==> src/rtl/strip_alloc_sched.sv <==
// First-fit strip allocator: scans strips 1..13 one per cycle for room,
// returns strip id, x offset and y position, and tracks per-strip fill.

module id_to_y (
  input  logic [3:0] id,
  output logic [7:0] y
);
  always_comb begin
    y = 8'd0;
    case (id)
      4'd1:  y = 8'd0;
      4'd2:  y = 8'd8;
      4'd3:  y = 8'd16;
      4'd4:  y = 8'd25;
      4'd5:  y = 8'd32;
      4'd6:  y = 8'd42;
      4'd7:  y = 8'd48;
      4'd8:  y = 8'd59;
      4'd9:  y = 8'd64;
      4'd10: y = 8'd76;
      4'd11: y = 8'd80;
      4'd12: y = 8'd96;
      4'd13: y = 8'd112;
      default: y = 8'd0;
    endcase
  end
endmodule

module strip_alloc_sched #(
  parameter int NUM_STRIPS = 13,
  parameter int STRIP_W    = 128,
  parameter int W_BITS     = 8
) (
  input  logic              clk_i,
  input  logic              rst_ni,
  input  logic              req_valid_i,
  output logic              req_ready_o,
  input  logic [W_BITS-1:0] req_width_i,
  input  logic              clear_i,
  output logic              resp_valid_o,
  input  logic              resp_ready_i,
  output logic              resp_ok_o,
  output logic [3:0]        resp_id_o,
  output logic [W_BITS-1:0] resp_x_o,
  output logic [7:0]        resp_y_o,
  output logic              full_o
);

  // Handshakes: a transfer happens on a rising edge where valid and ready
  // are both high; valid, once raised, holds its payload stable until then.
  typedef enum logic [1:0] {IDLE, SEARCH, RESP} state_t;

  localparam logic [W_BITS:0]   STRIP_W_EXT = (W_BITS+1)'(STRIP_W);
  localparam logic [3:0]        LAST_ID     = 4'(NUM_STRIPS);

  state_t            state_q, state_d;
  logic [3:0]        ptr_q;
  logic [W_BITS-1:0] width_q;
  logic [W_BITS-1:0] fill_q [NUM_STRIPS];
  logic              resp_ok_q;
  logic [3:0]        resp_id_q;
  logic [W_BITS-1:0] resp_x_q;
  logic              full_q;

  logic [W_BITS-1:0] cur_fill;
  logic [W_BITS:0]   sum;
  logic              fits;
  logic              illegal;
  logic              all_full;
  logic [7:0]        y_raw;
  logic [3:0]        ptr_idx;

  assign ptr_idx  = ptr_q - 4'd1;
  assign cur_fill = fill_q[ptr_idx];
  // Widened by one bit so fill + width can never wrap.
  assign sum      = {1'b0, cur_fill} + {1'b0, width_q};
  assign fits     = (sum <= STRIP_W_EXT);
  assign illegal  = (req_width_i == '0) || ({1'b0, req_width_i} > STRIP_W_EXT);

  always_comb begin
    all_full = 1'b1;
    for (int k = 0; k < NUM_STRIPS; k++) begin
      if ({1'b0, fill_q[k]} != STRIP_W_EXT) all_full = 1'b0;
    end
  end

  always_comb begin
    state_d = state_q;
    case (state_q)
      IDLE: begin
        if (!clear_i && req_valid_i) state_d = illegal ? RESP : SEARCH;
      end
      SEARCH: begin
        if (fits || ptr_q == LAST_ID) state_d = RESP;
      end
      RESP: begin
        if (resp_ready_i) state_d = IDLE;
      end
      default: state_d = IDLE;
    endcase
  end

  always_ff @(posedge clk_i) begin
    if (!rst_ni) begin
      state_q   <= IDLE;
      ptr_q     <= 4'd1;
      width_q   <= '0;
      resp_ok_q <= 1'b0;
      resp_id_q <= '0;
      resp_x_q  <= '0;
      full_q    <= 1'b0;
      for (int k = 0; k < NUM_STRIPS; k++) fill_q[k] <= '0;
    end else begin
      state_q <= state_d;
      full_q  <= all_full;
      case (state_q)
        IDLE: begin
          if (clear_i) begin
            for (int k = 0; k < NUM_STRIPS; k++) fill_q[k] <= '0;
          end else if (req_valid_i) begin
            width_q   <= req_width_i;
            ptr_q     <= 4'd1;
            resp_ok_q <= 1'b0;
            resp_id_q <= '0;
            resp_x_q  <= '0;
          end
        end
        SEARCH: begin
          if (fits) begin
            resp_ok_q        <= 1'b1;
            resp_id_q        <= ptr_q;
            resp_x_q         <= cur_fill;
            fill_q[ptr_idx]  <= sum[W_BITS-1:0];
          end else if (ptr_q == LAST_ID) begin
            resp_ok_q <= 1'b0;
            resp_id_q <= '0;
            resp_x_q  <= '0;
          end else begin
            ptr_q <= ptr_q + 4'd1;
          end
        end
        RESP: begin
          // Drop the payload once consumed so idle outputs read as zero.
          if (resp_ready_i) begin
            resp_ok_q <= 1'b0;
            resp_id_q <= '0;
            resp_x_q  <= '0;
          end
        end
        default: ;
      endcase
    end
  end

  id_to_y u_id_to_y (
    .id (resp_id_q),
    .y  (y_raw)
  );

  assign req_ready_o  = (state_q == IDLE);
  assign resp_valid_o = (state_q == RESP);
  assign resp_ok_o    = resp_ok_q;
  assign resp_id_o    = resp_id_q;
  assign resp_x_o     = resp_x_q;
  assign resp_y_o     = resp_ok_q ? y_raw : 8'd0;
  assign full_o       = full_q;

endmodule

==> config.mk <==
export PLATFORM = sky130hd
export DESIGN_NAME = strip_alloc_sched
export DESIGN_NICKNAME = d
export VERILOG_FILES = /design/src/rtl/strip_alloc_sched.sv
export SDC_FILE = /design/constraint.sdc
export NUM_CORES = 1
export LEC_CHECK = 0
export CORE_ASPECT_RATIO = 2
export CORE_MARGIN = 3
export CORE_UTILIZATION = 60
export DETAILED_ROUTE_END_ITERATION = 6
export PLACE_DENSITY = 0.85
export SETUP_SLACK_MARGIN = 0.15
export SYNTH_ARGS = -nofsm -noshare
export SYNTH_HDL_FRONTEND = slang
export SYNTH_HIERARCHICAL = 1
export SYNTH_SLANG_ARGS = --single-unit
==> constraint.sdc <==
create_clock -name clk_i -period 6.6 [get_ports clk_i]
set_input_delay 0.66 -clock clk_i [delete_from_list [all_inputs] [get_ports clk_i]]
set_output_delay 0.66 -clock clk_i [all_outputs]
set_load 0.01 [all_outputs]
After elaboration in Yosys (flattened, before gate mapping)
Memory sizes are Yosys's and may differ from the RTL's. A register that Yosys moved wholly into a read port is not among the register bits. Cells that the tools add are included. Widths: inputs -> output; s select.

Bits in registers: 28. Memory bits (writable): 104. ROM bits: 112. Input port bits: 13. Output and inout bits: 24. Logic and storage cells: 124. Memories: 2.

Memories: (name not given) (words 16, width 7, read ports 1, clocked after Yosys merged registers in 1, wr ports 0, line 10) `case (id)`; fill_q (words 13, width 8, read ports 14, clocked after Yosys merged registers in 0, wr ports 13, line 59) `logic [W_BITS-1:0] fill_q [NUM_STRIPS];`.

Add/subtract/negate cells: 3. Magnitude comparators: 2. Equality and inequality tests: 24. Muxes and demuxes: 57. Bitwise operators: 15. Reduce and logical (&&, ||, !) cells: 14.

Operators by type and width (number): $mux 8 (20); $ne 8x8->1 const B (13); $mux 4 (12); $pmux 8 s3 (1); $mux 1 (16); $or 1x1->1 (13); $reduce_or 13->1 (1); $pmux 4 s3 (1); $ne 2x2->1 const B (5); $reduce_and 5->1 (2); $add 8x8->9 (1); $le 9x8->1 const B (1); $gt 8x8->1 const B (1); $logic_not 8->1 (1); $mux 2 (4); $pmux 4 s2 (1); $reduce_or 8->1 (1); $pmux 2 s3 (1); $reduce_and 3->1 (2); $add 4x1->4 const B (1); $eq 4x4->1 const B (1); $ne 2x1->1 const B (2); $sub 4x1->4 const B (1); $ne 3x3->1 const B (1); 10 further kinds (12).

Depth between registers and ports, before layout
Gate-level depths: netlist of the first run. An unclocked memory read counts as a cell.

Depth in word-level cells: 10. Depth in mapped cells: 18. Mapped depth without buffers: 13.

Cells and area by module
The synthesis of the first run kept the hierarchy.

By module, submodules not included: strip_alloc_sched (times used 1, cells an instance 596, area each 7608.5 sq um, seq. area each 4404.2 sq um); id_to_y (times used 1, cells an instance 31, area each 227.7 sq um, seq. area each 0.0 sq um).

Least setup slack after synthesis of the first run
OpenSTA, ideal clock, no wires.

Path kind: register to register. From: register ptr_q[0]. To: memory fill_q[0][0], enable pin. Setup time: 0.384 ns. Arrival time: 5.622 ns. Data required time: 6.216 ns. Slack: 0.594 ns. Stages on the path, launching flop included: 19. Clock period less this slack: 6.006 ns. Path through: dfxtp_1 > buf_2 > buf_1 > inv_1 > ha_1 > clkbuf_1 > clkbuf_1 > mux4_2 > mux4_2 > ha_1 > fa_1 > xnor2_1 > inv_1 > nor3_1 > o221ai_1 > nor3_2 > o21ai_2 > clkbuf_1 > o21ai_0.

RTL lines: start, declared (line 57) `logic [3:0] ptr_q;`; start signal, assigned (line 139) `ptr_q <= ptr_q + 4'd1;`; end, declared (line 59).

==> results of run 1 <==
-- cells in the mapped netlist, types with 6 or more instances --
library cell / count
inv_1: 17
edfxtp_1: 128
a22o_1: 12
o21ai_0: 21
nor4_1: 41
xnor2_1: 6
dfxtp_1: 28
nand4_1: 7
nand2_1: 37
buf_2: 6
a21oi_1: 17
nor3_1: 13
ha_1: 21
and4_1: 8
nor2b_1: 6
and2_1: 11
mux4_2: 40
nand3_1: 27
nor2_1: 86
clkbuf_1: 24
-- per-stage QoR --
| step | setup WS (ns) | cells |
|---|---|---|
| after global placement | 1.133 | 803 |
| after CTS | 0.7810 | 835 |
| after detailed placement | 0.8826 | 803 |
| after global routing | 0.3971 | 835 |
| final | 0.6669 | 835 |
| after floorplan | 0.5941 | 627 |
-- worst min-delay path, stage by stage (launching register included) --
cell and delay, ns:
dfxtp_1 0.32, nand2_1 0.05, a21oi_1 0.05
-- kinds of logic (layout without fill, tap and decap cells) --
logic type,Yosys count,in the layout,share of synthesized area (%)
and+or+nand+nor,258,258,16.78
DFF,156,156,56.20
AOI/OAI and AO/OA,83,83,7.345
buffers and inverters,55,113,3.114
muxes,44,44,12.01
adders and majority gates,22,22,3.608
xor gates and xnor gates,8,8,0.8942
other,1,1,0.04785
-- final timing paths --
path | start | to | slack (ns)
min | width_q[6] | width_q[6] | 0.47
max reg2reg | ptr_q[0] | fill_q[4][4] | 0.67
min reg2reg | width_q[6] | width_q[6] | 0.47
max | ptr_q[0] | fill_q[4][4] | 0.67
-- where the power goes --
part / switching (W) / total, W / leakage, nW / internal, W
clock: 0.000420 / 0.000985 / 0.279 / 0.000565
sequential: 0.0000442 / 0.00117 / 1.59 / 0.00113
combinational: 0.000246 / 0.000383 / 1.32 / 0.000137
total: 0.000710 / 0.00254 / 3.18 / 0.00183
-- cell type report --
cell class,instances,area [um^2]
clock buffers,18,429.2
clock inverters,14,161.4
fillers,782,3674
inverters,17,63.81
multi-input cells,416,3211
flip-flops and latches,156,4405
well taps,150,187.7
repair buffers,64,568.0
-- flip-flops by register name, indices dropped and copies added, names as in the netlist --
| register | cells |
|---|---|
| resp_x_o | 8 |
| resp_ok_o | 1 |
| width_q | 8 |
| full_o | 1 |
| fill_q | 128 |
| resp_id_o | 4 |
| ptr_q | 4 |
| state_q | 2 |
-- cells in the final DEF, fill, tap and decap left out, types with 4 or more instances in the layout --
| cell | Yosys | layout |
|---|---|---|
| ha_1 | 21 | 21 |
| nand2_1 | 37 | 37 |
| nor2_1 | 86 | 86 |
| clkbuf_16 | 0 | 17 |
| nand3_1 | 27 | 27 |
| nor2b_1 | 6 | 6 |
| and2_1 | 11 | 11 |
| mux2i_1 | 4 | 4 |
| inv_1 | 17 | 17 |
| nor3_1 | 13 | 13 |
| a21oi_1 | 17 | 17 |
| edfxtp_1 | 128 | 128 |
| dfxtp_1 | 28 | 27 |
| nand4_1 | 7 | 7 |
| nor4_1 | 41 | 41 |
| a21o_1 | 4 | 4 |
| clkdlybuf4s50_1 | 0 | 35 |
| o21ai_0 | 21 | 21 |
| xnor2_1 | 6 | 4 |
| a22o_1 | 12 | 12 |
| buf_4 | 4 | 29 |
| mux4_2 | 40 | 40 |
| and4_1 | 8 | 8 |
-- metal layers --
metal	global-route usage, %	share of wire, %	vias to the layer above
met1	37.05	29	2923
met4	25.85	9.9	0
met5	0	0	-
li1	-	-	2523
met3	8.567	10	173
met2	58.69	51	593
==> impl_metrics.tcl, run 1 <==
set metrics [dict create \
    netlist.area_leader.share_pct 49.05 \
    detail-route-antenna-nets 0 \
    finalInstanceArea_um2 9026 \
    grt_usage_pct 35.08 \
    hold_slack_ns 0.4686 \
    cts_buffer_depth 2 \
    cp_common_cell "buf_4" \
    fin_crit_sh_pct 89.90 \
    powerDensity_nw_per_um2 281.4 \
    path_buf_inv 6 \
    clkSinkCount 156 \
    cts.hold.buffers_added 0 \
    grt_pass1_vias 6208 \
    drive_above_1_share_pct 16.35 \
    grt.overflow.total 0 \
    tightestPinTransition_ns 1.270 \
    fp.dieArea_um2 14550 \
    slowest_stage "dfxtp_2" \
    yosys.area.top_type "edfxtp_1" \
    cts_setup_buffers 0 \
    synthFlopType "edfxtp_1" \
    status "finished clean" \
    placed_area_um2 8436 \
    ir_worst_vdd_uv 289.6 \
    n_antenna_cell 0 \
    ys_types 60 \
    synthArstFlopShare_pct 0 \
    finalPower_w 0.002540 \
    grt_max_degree 32 \
    drc 0 \
    die_w_um 86.81 \
    required_ns 6.73 \
    path_class "reg2reg" \
    synth-seq-area-share_pct 56.20 \
    ios 37 \
    fp.dieH_um 167.6 \
    min_path_cells 2 \
    start_kind "register" \
    clock_latency_ns 0.43 \
    crit_cells 17 \
    num_rows 58 \
    dp_hpwl_mm 16.41 \
    syn_nets 662 \
    critPathMaxStageDelay_ns 0.61 \
    clk_pin_slew_ns 0.07 \
    layout.nets 707 \
    hold_violations 0 \
    cts_resized 0 \
    relSlewSlack_pct 15.03 \
    numCtsBuffers 17 \
    end_kind "register" \
    htreeDepth 4 \
    netlist_area_um2 7836 \
    drtIter0Drc 963 \
    gp_congestion 1.014 \
    rr_worst_depth 17 \
    cts_tree "built" \
    vias 6212 \
    critPathArrivalTime_ns 6.06 \
    slew_viol_final 0 \
    holdCritPathClass "reg2reg" \
    synth_warnings 6 \
    max_cap_viol_count 0 \
    wl_per_cell_um 28.78 \
    core_um2 12700 \
    netlist_top_cells_area "edfxtp_1 (49%), mux4_2 (11%), dfxtp_1 (7.2%)" \
    routed_wl_mm 24.03 \
    areaGrowthSynthToFinish_pct 15.18 \
    grt_first_pass_wirelength_mm 36.73 \
    layout_min_cycle_time_ns 5.933 \
    start_util_pct 61.70 \
    synth-edff-count 128 \
    setup_viol 0 \
    max_freq_ghz 0.1685 \
    grt_setup_unrepaired "no" \
    utilization_pct 71.07 \
    p_leak_nw 3.184 \
    via_per_inst 7.440 \
    path_delay_family "buffers and inverters" \
    drt_first_pass_iters 5 \
    cts_root_buf "clkbuf_16" \
    netlist_instances 627 \
    tns_ns 0 \
    finClkSkew_ns 0.01216 \
    portBuffers 35 \
    synth_seq_cells 156 \
    path_cells "inv_1 > ha_1 > buf_4 > mux4_2 > mux4_2 > ha_1 > fa_1 > xnor2_1 > buf_4 > inv_1 > nor3_1 > o221ai_1 > nor3_2 > o21ai_2 > buf_4 > o21ai_0 > buf_4" \
    antenna_found_initial 0 \
    worstPathMaxFanout 31 \
    syn_area_per_cell_um2 12.50 \
]
No activity file was read; power rests on OpenSTA's default activity.
==> run 2, diff against run 1 <==
Settings changed: SKIP_CTS_REPAIR_TIMING set to 1, TNS_END_PERCENT set to 5.
Clock period 6.6 ns to 7.1 ns, I/O delays scaled along.
==> run 2 against run 1 <==
- worst setup slack got worse by 0.30 ns
- combinational power decreased by 10%
- largest cell class unchanged
- non-clock buffer count increased by 1
- global-route usage decreased by 2.5 points
- routed wire length decreased by 5.8%
- die area unchanged
- critical path depth decreased by 2
- cell area decreased by 0.19%
==> impl_metrics.tcl, run 2 (synthesis gave the netlist of run 1 again) <==
set metrics [dict create \
    status "finished clean" \
    num_rows 58 \
    rr_worst_depth 15 \
    largest_register "fill_q" \
    holdCritPathClass "reg2reg" \
    layout.nets 708 \
    start_util_pct 61.70 \
    die_w_um 86.81 \
    layout_commonest_cell "edfxtp_1" \
    cts_root_buf "clkbuf_16" \
    netSwitchingFraction_pct 27.92 \
    fin_crit_sh_pct 94.88 \
    required_ns 7.24 \
    grt.overflow.total 0 \
    largest_register_ffs 128 \
    start_kind "register" \
    slowest_stage "ha_1" \
    grt_max_degree 41 \
    p_int_w 0.001663 \
    switchingPower_w 0.0006443 \
    numCtsBuffers 17 \
    grt_setup_unrepaired "no" \
    p_leak_nw 3.164 \
    setup_viol 0 \
    fp.dieH_um 167.6 \
    placed_area_um2 8443 \
    relSlewSlack_pct 28.64 \
    finalNonFillerCells 836 \
    core_um2 12700 \
    ir_worst_vdd_uv 277.5 \
    comb_power_share_pct 14.9 \
    drtIter0Drc 725 \
    drive_above_1_share_pct 16.62 \
    drt_first_pass_iters 5 \
    clock_latency_ns 0.43 \
    dp_hpwl_mm 17.04 \
    path_class "reg2reg" \
    end_kind "register" \
    grt_pass1_vias 6108 \
    path_buf_inv 5 \
    antenna_found_initial 0 \
    clkSinkCount 156 \
    clk_pin_slew_ns 0.07 \
    layout_min_cycle_time_ns 6.736 \
    worstPathMaxFanout 40 \
    ios 37 \
    crit_cells 15 \
    detail-route-antenna-nets 0 \
    fp.dieArea_um2 14550 \
    utilization_pct 70.94 \
    crit_end "fill_q[7][5]" \
    path_cells "inv_1 > ha_1 > buf_4 > mux4_2 > mux4_2 > fa_1 > xnor2_1 > inv_1 > nor3_1 > o221ai_1 > nor3_2 > o21ai_2 > buf_4 > o21ai_0 > buf_4" \
    gp_congestion 0.9436 \
    n_antenna_cell 0 \
    powerDensity_nw_per_um2 256.2 \
    finalInstanceArea_um2 9009 \
    tns_ns 0 \
    timing.rr.end "fill_q[7][5]" \
    place_inst 804 \
    grt_first_pass_wirelength_mm 34.43 \
    cts_buffer_depth 2 \
    critPathMaxStageDelay_ns 0.78 \
    path_delay_family "buffers and inverters" \
    wl_per_cell_um 27.08 \
    hold_violations 0 \
    r2r_setup_slack_ns 0.36 \
    layout_common_cells "edfxtp_1 (128), nor2_1 (86), nor4_1 (41), mux4_2 (40), nand2_1 (37)" \
    cp-startpoint "ptr_q[0]" \
    slew_viol_final 0 \
    areaGrowthSynthToFinish_pct 14.96 \
    vias 5897 \
    htreeDepth 4 \
    clkPwrFrac_pct 38.0 \
    finClkSkew_ns 0.01621 \
    power_frac_seq_pct 47.1 \
    drc 0 \
    cp_common_cell "buf_4" \
    max_freq_ghz 0.1485 \
    via_per_inst 7.054 \
    portBuffers 35 \
    tightestPinTransition_ns 1.062 \
    finalPower_w 0.002308 \
    cts_tree "built" \
    max_cap_viol_count 0 \
    grt_usage_pct 32.59 \
    routed_wl_mm 22.64 \
    critPathArrivalTime_ns 6.88 \
    r2r-start "ptr_q[0]" \
]
[run 2: cell count changes in the layout (fill, tap and decap cells not counted)]
cell        before  now
buf_4           29   30
clkinvlp_4       3    7
clkinv_1         1    0
o21ai_0         21   20
o21ai_1          2    3
clkinv_4         3    0
clkinv_2         0    1
bufinv_16        2    1
[run 2: worst register-to-register path, stage by stage (launching register included)]
cell and delay [ns]:
dfxtp_2 0.60, inv_1 0.20, ha_1 0.78, buf_4 0.39, mux4_2 0.35, mux4_2 0.52
fa_1 0.46, xnor2_1 0.72, inv_1 0.30, nor3_1 0.23, o221ai_1 0.19, nor3_2 0.41
o21ai_2 0.08, buf_4 0.28, o21ai_0 0.68, buf_4 0.29
[run 2: worst min path at each step]
| stage | startpoint | endpoint | slack (ns) | depth (start not counted) |
|---|---|---|---|---|
| after global placement | width_q[7] | width_q[7] | 0.45 | 2 |
| after global routing | width_q[7] | width_q[7] | 0.49 | 2 |
| after CTS | width_q[7] | width_q[7] | 0.47 | 2 |
| after floorplan | width_q[0] | width_q[0] | 0.44 | 2 |
| final | width_q[7] | width_q[7] | 0.47 | 2 |
| after detailed placement | width_q[7] | width_q[7] | 0.46 | 2 |
[run 2: final cells by class]
type,count,area (um^2)
well taps,150,187.7
multi-input cells,416,3211
clock buffers,18,429.2
fillers,862,3691
flip-flops and latches,156,4405
clock inverters,14,136.4
inverters,17,63.81
repair buffers,65,575.6
[run 2: stage by stage]
stage	worst slack (ns)	hold slack [ns]
floorplan	1.094	0.4406
global placement	0.7608	0.4517
detailed placement	0.4703	0.4622
CTS	0.4400	0.4730
global route	0.1881	0.4902
finish	0.3638	0.4693
[run 2: layer usage]
| metal | vias up | track usage, % | routed length [um] | part of all wire [%] |
|---|---|---|---|---|
| li1 | 2525 | - | - | - |
| met1 | 2889 | 33.01 | 6956 | 31 |
| met2 | 366 | 57.13 | 12320 | 54 |
| met3 | 117 | 6.450 | 1504 | 6.6 |
| met4 | 0 | 23.54 | 1859 | 8.2 |
| met5 | - | 0 | 0 | 0 |
[run 2: power groups by stage]
stage / clock, W / combinational (W) / sequential, W
finish: 0.000878 / 0.000344 / 0.00109
global route: 0.000919 / 0.000362 / 0.00109
CTS: 0.000881 / 0.000336 / 0.00108
detailed placement: 0 / 0.000333 / 0.00110
global placement: 0 / 0.000324 / 0.00110
floorplan: 0 / 0.000227 / 0.00108
